[config.mk]
export PLATFORM = sky130hd
export DESIGN_NAME = instr_fetch_unit
export DESIGN_NICKNAME = d
export VERILOG_FILES = /design/src/rtl/instr_fetch_unit.sv
export SDC_FILE = /design/constraint.sdc
export NUM_CORES = 1
export LEC_CHECK = 0
export ABC_AREA = 1
export CAP_MARGIN = 15
export CORE_UTILIZATION = 47
export DETAILED_ROUTE_END_ITERATION = 10
export PLACE_DENSITY = 0.85
export SETUP_SLACK_MARGIN = 0.1
export SLEW_MARGIN = 20
export SYNTH_ARGS = -nofsm -noshare
export SYNTH_HDL_FRONTEND = slang
export SYNTH_SLANG_ARGS = --single-unit
[constraint.sdc]
create_clock -name clk -period 2.4 [get_ports clk]
set_clock_uncertainty 0.05 [all_clocks]
set_input_delay 0.36 -clock clk [delete_from_list [all_inputs] [get_ports clk]]
set_output_delay 0.36 -clock clk [all_outputs]
set_load 0.005 [all_outputs]
[src/rtl/instr_fetch_unit.sv]
// ---------------------------------------------------------------------------
// instr_fetch_unit
//
// Instruction-fetch initiator for the single-cycle core. Holds the program
// counter, drives the word address into a combinational instruction ROM,
// captures the returned word and presents it to decode over a valid/ready
// handshake. Branch/jump redirects reload the PC. Fetch stops when the halt
// word is read or the PC leaves the ROM window.
//
// Parameters:
//   ADDR_W     ROM word-address width (ROM holds 2**ADDR_W words)
//   RESET_PC   byte address loaded into the PC on reset (aligned down)
//   HALT_WORD  instruction encoding that terminates fetch
//
// Ports:
//   clk             in   system clock, rising edge
//   rst_n           in   synchronous active-low reset
//   rom_addr        out  word address to the ROM (pc[ADDR_W+1:2])
//   rom_instr       in   ROM read data, same cycle
//   redirect_valid  in   load a new PC this cycle
//   redirect_pc     in   byte target of the redirect (aligned down)
//   out_valid       out  out_instr/out_pc hold a valid instruction
//   out_ready       in   decode accepts the presented instruction
//   out_instr       out  fetched instruction word
//   out_pc          out  byte address of out_instr
//   fetch_count     out  transfer counter (only with FETCH_COUNT_EN)
//   halted          out  fetch stopped
//
// Optional feature: define FETCH_COUNT_EN to add the 32-bit fetch_count
// output, which counts every accepted transfer and wraps modulo 2**32.
// ---------------------------------------------------------------------------
module instr_fetch_unit #(
   parameter int          ADDR_W    = 5,
   parameter logic [31:0] RESET_PC  = 32'h0000_0000,
   parameter logic [31:0] HALT_WORD = 32'hFFFF_FFFF
) (
   input  logic              clk,
   input  logic              rst_n,
   output logic [ADDR_W-1:0] rom_addr,
   input  logic [31:0]       rom_instr,
   input  logic              redirect_valid,
   input  logic [31:0]       redirect_pc,
   output logic              out_valid,
   input  logic              out_ready,
   output logic [31:0]       out_instr,
   output logic [31:0]       out_pc,
`ifdef FETCH_COUNT_EN
   output logic [31:0]       fetch_count,
`endif
   output logic              halted
);

   localparam logic [0:0] RUN  = 1'b0;
   localparam logic [0:0] HALT = 1'b1;

   localparam logic [31:0] ALIGN_MASK       = 32'hFFFF_FFFC;
   localparam logic [31:0] RESET_PC_ALIGNED = RESET_PC & ALIGN_MASK;

   logic [0:0]  state;
   logic [31:0] pc;
   logic        in_range;
   logic        take;
   logic        fetch_ok;

   assign rom_addr = pc[ADDR_W+1:2];

   // Anything above the ROM window (including a wrap past 2**32) is out of
   // range; the ROM itself would silently alias, so catch it here.
   assign in_range = (pc[31:ADDR_W+2] == '0);

   // The output register may be (re)loaded when it is empty or being drained.
   assign take     = (state == RUN) && (!out_valid || out_ready);
   assign fetch_ok = in_range && (rom_instr != HALT_WORD);

   assign halted   = (state == HALT);

   // NOTE: state registers use non-blocking assignments so every flop samples
   // the pre-edge values regardless of statement order.
   always_ff @(posedge clk) begin
      if (!rst_n) begin
         pc        <= RESET_PC_ALIGNED;
         out_valid <= 1'b0;
         out_instr <= '0;
         out_pc    <= '0;
         state     <= RUN;
      end else if (redirect_valid) begin
         // Flush: any held instruction is dropped (or was just accepted if
         // out_ready was high); fetch resumes from the new PC next cycle.
         pc        <= redirect_pc & ALIGN_MASK;
         out_valid <= 1'b0;
         state     <= RUN;
      end else if (take) begin
         if (fetch_ok) begin
            out_instr <= rom_instr;
            out_pc    <= pc;
            out_valid <= 1'b1;
            pc        <= pc + 32'd4;
         end else begin
            // pc keeps the offending address for debug visibility.
            out_valid <= 1'b0;
            state     <= HALT;
         end
      end
   end

`ifdef FETCH_COUNT_EN
   always_ff @(posedge clk) begin
      if (!rst_n) begin
         fetch_count <= '0;
      end else if (out_valid && out_ready) begin
         fetch_count <= fetch_count + 32'd1;
      end
   end
`endif

endmodule

; ---- After elaboration in Yosys (flattened, before gate mapping)
; Index checks and enable logic that the tools add are counted.
[totals]
ff_bits = 98
input_bits = 68
output_inout_bits = 71
word_cells = 28
[classes]
n_addsub = 1
eq_ne = 1
muxes = 4
bitwise_logic = 4
n_reduce_logical = 12
[op_table]
columns = operator, count
row1 = 32-bit two-way mux, 3
row2 = "32-bit by 3-bit adder with 32-bit output, second input constant", 1
row3 = "32-bit inequality test, second input constant", 1
row4 = 25-bit logical NOT, 1
row5 = 2-bit AND reduction, 3
row6 = 1-bit inverter, 4
row7 = 2-bit nonzero test, 2
row8 = 3-bit AND reduction, 1
row9 = 1-bit logical AND, 2
row10 = 2-bit OR reduction, 1
row11 = 1-bit logical NOT, 1
row12 = 1-bit logical OR, 1
row13 = 1-bit two-way mux, 1

; ---- Depth between registers and ports, before layout
[logic_depth]
word_depth = 5
ltp_mapped = 11
ltp_nobuf = 10

; ---- Worst setup path after synthesis
; OpenSTA, ideal clock, no wires.
[synth_timing]
kind = input-to-reg
from = input port out_ready
to = register out_pc[4]
setup_ps = 70
t_arrival_ps = 1319
required_ps = 2280
path_slack_ps = 960
stages = 8
path_buffers = 2
path_cell_list = inv_1 -> a21oi_2 -> inv_1 -> nor2_1 -> buf_2 -> buf_2 -> nand3_1 -> a21oi_1
[synth_via]
elab_chain_len = 3
[synth_lines]
columns = item, line
row1 = start: declaration, 44  ; input logic out_ready,
row2 = 1-bit logical OR, 72  ; assign take = (state == RUN) && (!out_valid || out_ready);
row3 = 1-bit logical AND, 72
row4 = 3-bit AND reduction (no source line), n/a
row5 = end signal: assignment, 95  ; out_pc <= pc;
row6 = end: declaration, 46  ; output logic [31:0] out_pc,
; Every way passes these cells.
; A chain may end at the register's enable or synchronous reset.

; ---- Worst setup path in the final report
[layout_timing]
from = input port rom_instr[21]
to = register out_instr[31]
[layout_via]
elab_chain_len = 3
[layout_lines]
columns = item, line
row1 = start: declaration, 40  ; input logic [31:0] rom_instr,
row2 = 32-bit inequality test, 73  ; assign fetch_ok = in_range && (rom_instr != HALT_WORD);
row3 = 1-bit logical AND, 73
row4 = 3-bit AND reduction (no source line), n/a
row5 = end signal: assignment, 94  ; out_instr <= rom_instr;
row6 = end: declaration, 45  ; output logic [31:0] out_instr,
; Every way passes these cells.

==> results.toml <==
[run_status]
outcome = "finished, final reports clean"

[worst_setup_path]
startpoint_type = "input port"
cp.required_ns = 2.63
timing.rr.start = "pc[9]"
path_class = "in -> reg"
startpoint = "rom_instr[21]"
endpoint = "out_instr[31]"
r2r_end = "out_pc[4]"
rrSetupSlack_ns = 0.56
r2r_cells = 9
critPathCaptureType = "flip-flop"
critPathArrivalTime_ns = 2.12
worstPathMaxFanout = 24

[route]
vias = 3562
wl_mm = 9.221
via_per_inst = 5.024
detail_route.wl_per_cell_um = 13.01
first_iter_violations = 162
drtAntennaViolNets = 0
drt_first_pass_iters = 5
drcViolationCount = 0

[cts]
post_cts_buffers = 0
cts_buffer_depth = 2
htree_levels = 3
cts_resized = 0
clk_latency_ns = 0.35
cts.reportedPaths.clkPinSlew_ns = 0.09
cts_tree = "built"
cts_sinks = 94
root_buffer = "clkbuf_8"
cts_made_buffers = 9
cts_hold_buffers = 0

[yosys]
yosys_warnings = 0
yosysTopAreaCellShare = 0.5149
postSynthAreaPerCell_um2 = 7.520
yosysTopAreaCell = "dfxtp_1"
synth_cells = 486
ys_top_cells_by_area = "dfxtp_1, nand2_1, nand3_1"
synth_area_um2 = 3655
synth.distinct_cells = 26
ys_seq_elements = 94
ys_seq_area_frac = 0.5149

[layout]
finalNetCount = 674
syn2layout_area_growth_pct = 44.13
num_antenna_cells = 0
drive_above_1_share = 0.05902
fillCellCount = 578

[place]
place_hpwl_mm = 6.421
globalplace.congestion = 0.7962
numPortBuffers = 134

[grt]
antenna_found_initial = 0
grt_max_degree = 48
track_usage = 0.2276
grt_pass1_wl_mm = 15.18
overflow = 0
grt_pass1_vias = 3354

[floorplan]
start_util = 0.4959
design.die.area_um2 = 8132
die_h_um = 90.18
ioPinCount = 139
die_x_um = 90.18
num_rows = 31
coreArea_um2 = 7370

[job]
drv_cap = 0

[sta]
rsz0062_at_grt = "no"
fin_crit_sh = 0.7877
max_freq_mhz = 529.0
setup_violations = 0
fin_hold_ws_ns = 0.3905
slew_viol_final = 0
hold_viol = 0
fin_crit_ns = 1.891
tns_ns = 0

[power]
leakage_nw = 1.923
power_density_nw_per_um2 = 589.5
peakVddDrop_mv = 0.3816

[worst_hold_path]
holdCritPathClass = "reg -> reg"
==> through the flow <==
stage	std cells	power (mW)	utilization	instance area [µm²]	setup WS, ns
after floorplan	487	1.796	-	3659	0.9602
after global placement	693	1.958	0.6837	5039	0.1774
after detailed placement	693	1.966	0.6837	5039	0.1443
after CTS	709	3.133	0.7148	5268	0.4913
after global routing	709	3.231	0.7148	5268	0.3388
final	709	3.105	0.7148	5268	0.5095
==> registers in the layout (all words and copies together) (netlist names) <==
name and cells:
pc 30, out_pc 30, halted 1, out_valid 1, out_instr 32
==> power by group <==
| part | internal [mW] | switching, mW |
|---|---|---|
| logic | 0.170 | 0.146 |
| registers | 1.59 | 0.0235 |
| clock network | 0.603 | 0.571 |
| total | 2.36 | 0.741 |
==> critical path: stages <==
cell             delay [ns]
clkdlybuf4s50_1        0.49
nand2_1                0.06
nor2_1                 0.10
nand2_1                0.07
nor2_1                 0.15
nand2_1                0.11
nand2_2                0.14
clkinv_2               0.08
nand2_2                0.08
buf_4                  0.26
nand2_1                0.08
a21oi_1                0.13
==> synthesized netlist by cell type, drive strengths merged <==
library cell	n
nand3b	1
inv	6
o31ai	1
clkbuf	15
clkinv	2
o21ai	4
buf	25
xnor2	1
nand3	72
nor2	61
nand2	130
a21oi	68
or2	1
ha	1
and2	1
dfxtp	94
conb	1
xor2	2
==> cell type report <==
type	count	area [µm²]	share of cell area
well taps	99	123.9	0.02352
repair buffers	147	1476	0.2803
flip-flops and latches	94	1882	0.3572
multi-input cells	345	1525	0.2895
inverters	8	31.28	0.005938
clock buffers	9	123.9	0.02352
clock inverters	7	105.1	0.01995
==> logic make-up (layout without fill, tap and decap cells) <==
family	after synthesis	in the layout	synth area share
other cells	1	2	0.001026
compound gates	73	73	0.1017
xor+xnor	3	3	0.007191
simple gates	266	266	0.3023
buf+inv	48	171	0.06949
fa+ha+maj	1	1	0.003423
flops	94	94	0.5149
==> cell usage in the layout, fill, tap and decap left out, drive strengths merged <==
cell type / instances
clkdlybuf4s50: 134
nand2: 130
dfxtp: 94
nand3: 72
a21oi: 68
nor2: 61
buf: 13
clkbuf: 9
inv: 9
o21ai: 4
clkinv: 3
xor2: 2
conb: 2
bufinv: 2
or2: 1
and2: 1
nand3b: 1
o31ai: 1
xnor2: 1
ha: 1
clkinvlp: 1
==> routing by layer <==
layer  vias up  global-route usage  part of all wire
met5         -                   0                 0
met4         0             0.09409             0.018
met3        15             0.04315             0.053
met2       109              0.3957              0.49
met1      1629              0.2746              0.43
li1       1809                   -                 -
==> how the worst min path moves through the flow <==
stage	cells past startpoint	to	from	slack [ns]
after floorplan	2	out_pc[10]	out_pc[10]	0.38
after global placement	2	out_pc[9]	out_pc[9]	0.38
after detailed placement	2	out_pc[14]	out_pc[14]	0.38
after CTS	2	out_pc[14]	out_pc[14]	0.39
after global routing	2	out_pc[17]	out_pc[17]	0.41
final	2	out_pc[14]	out_pc[14]	0.39
No activity file was read; power rests on OpenSTA's default activity.
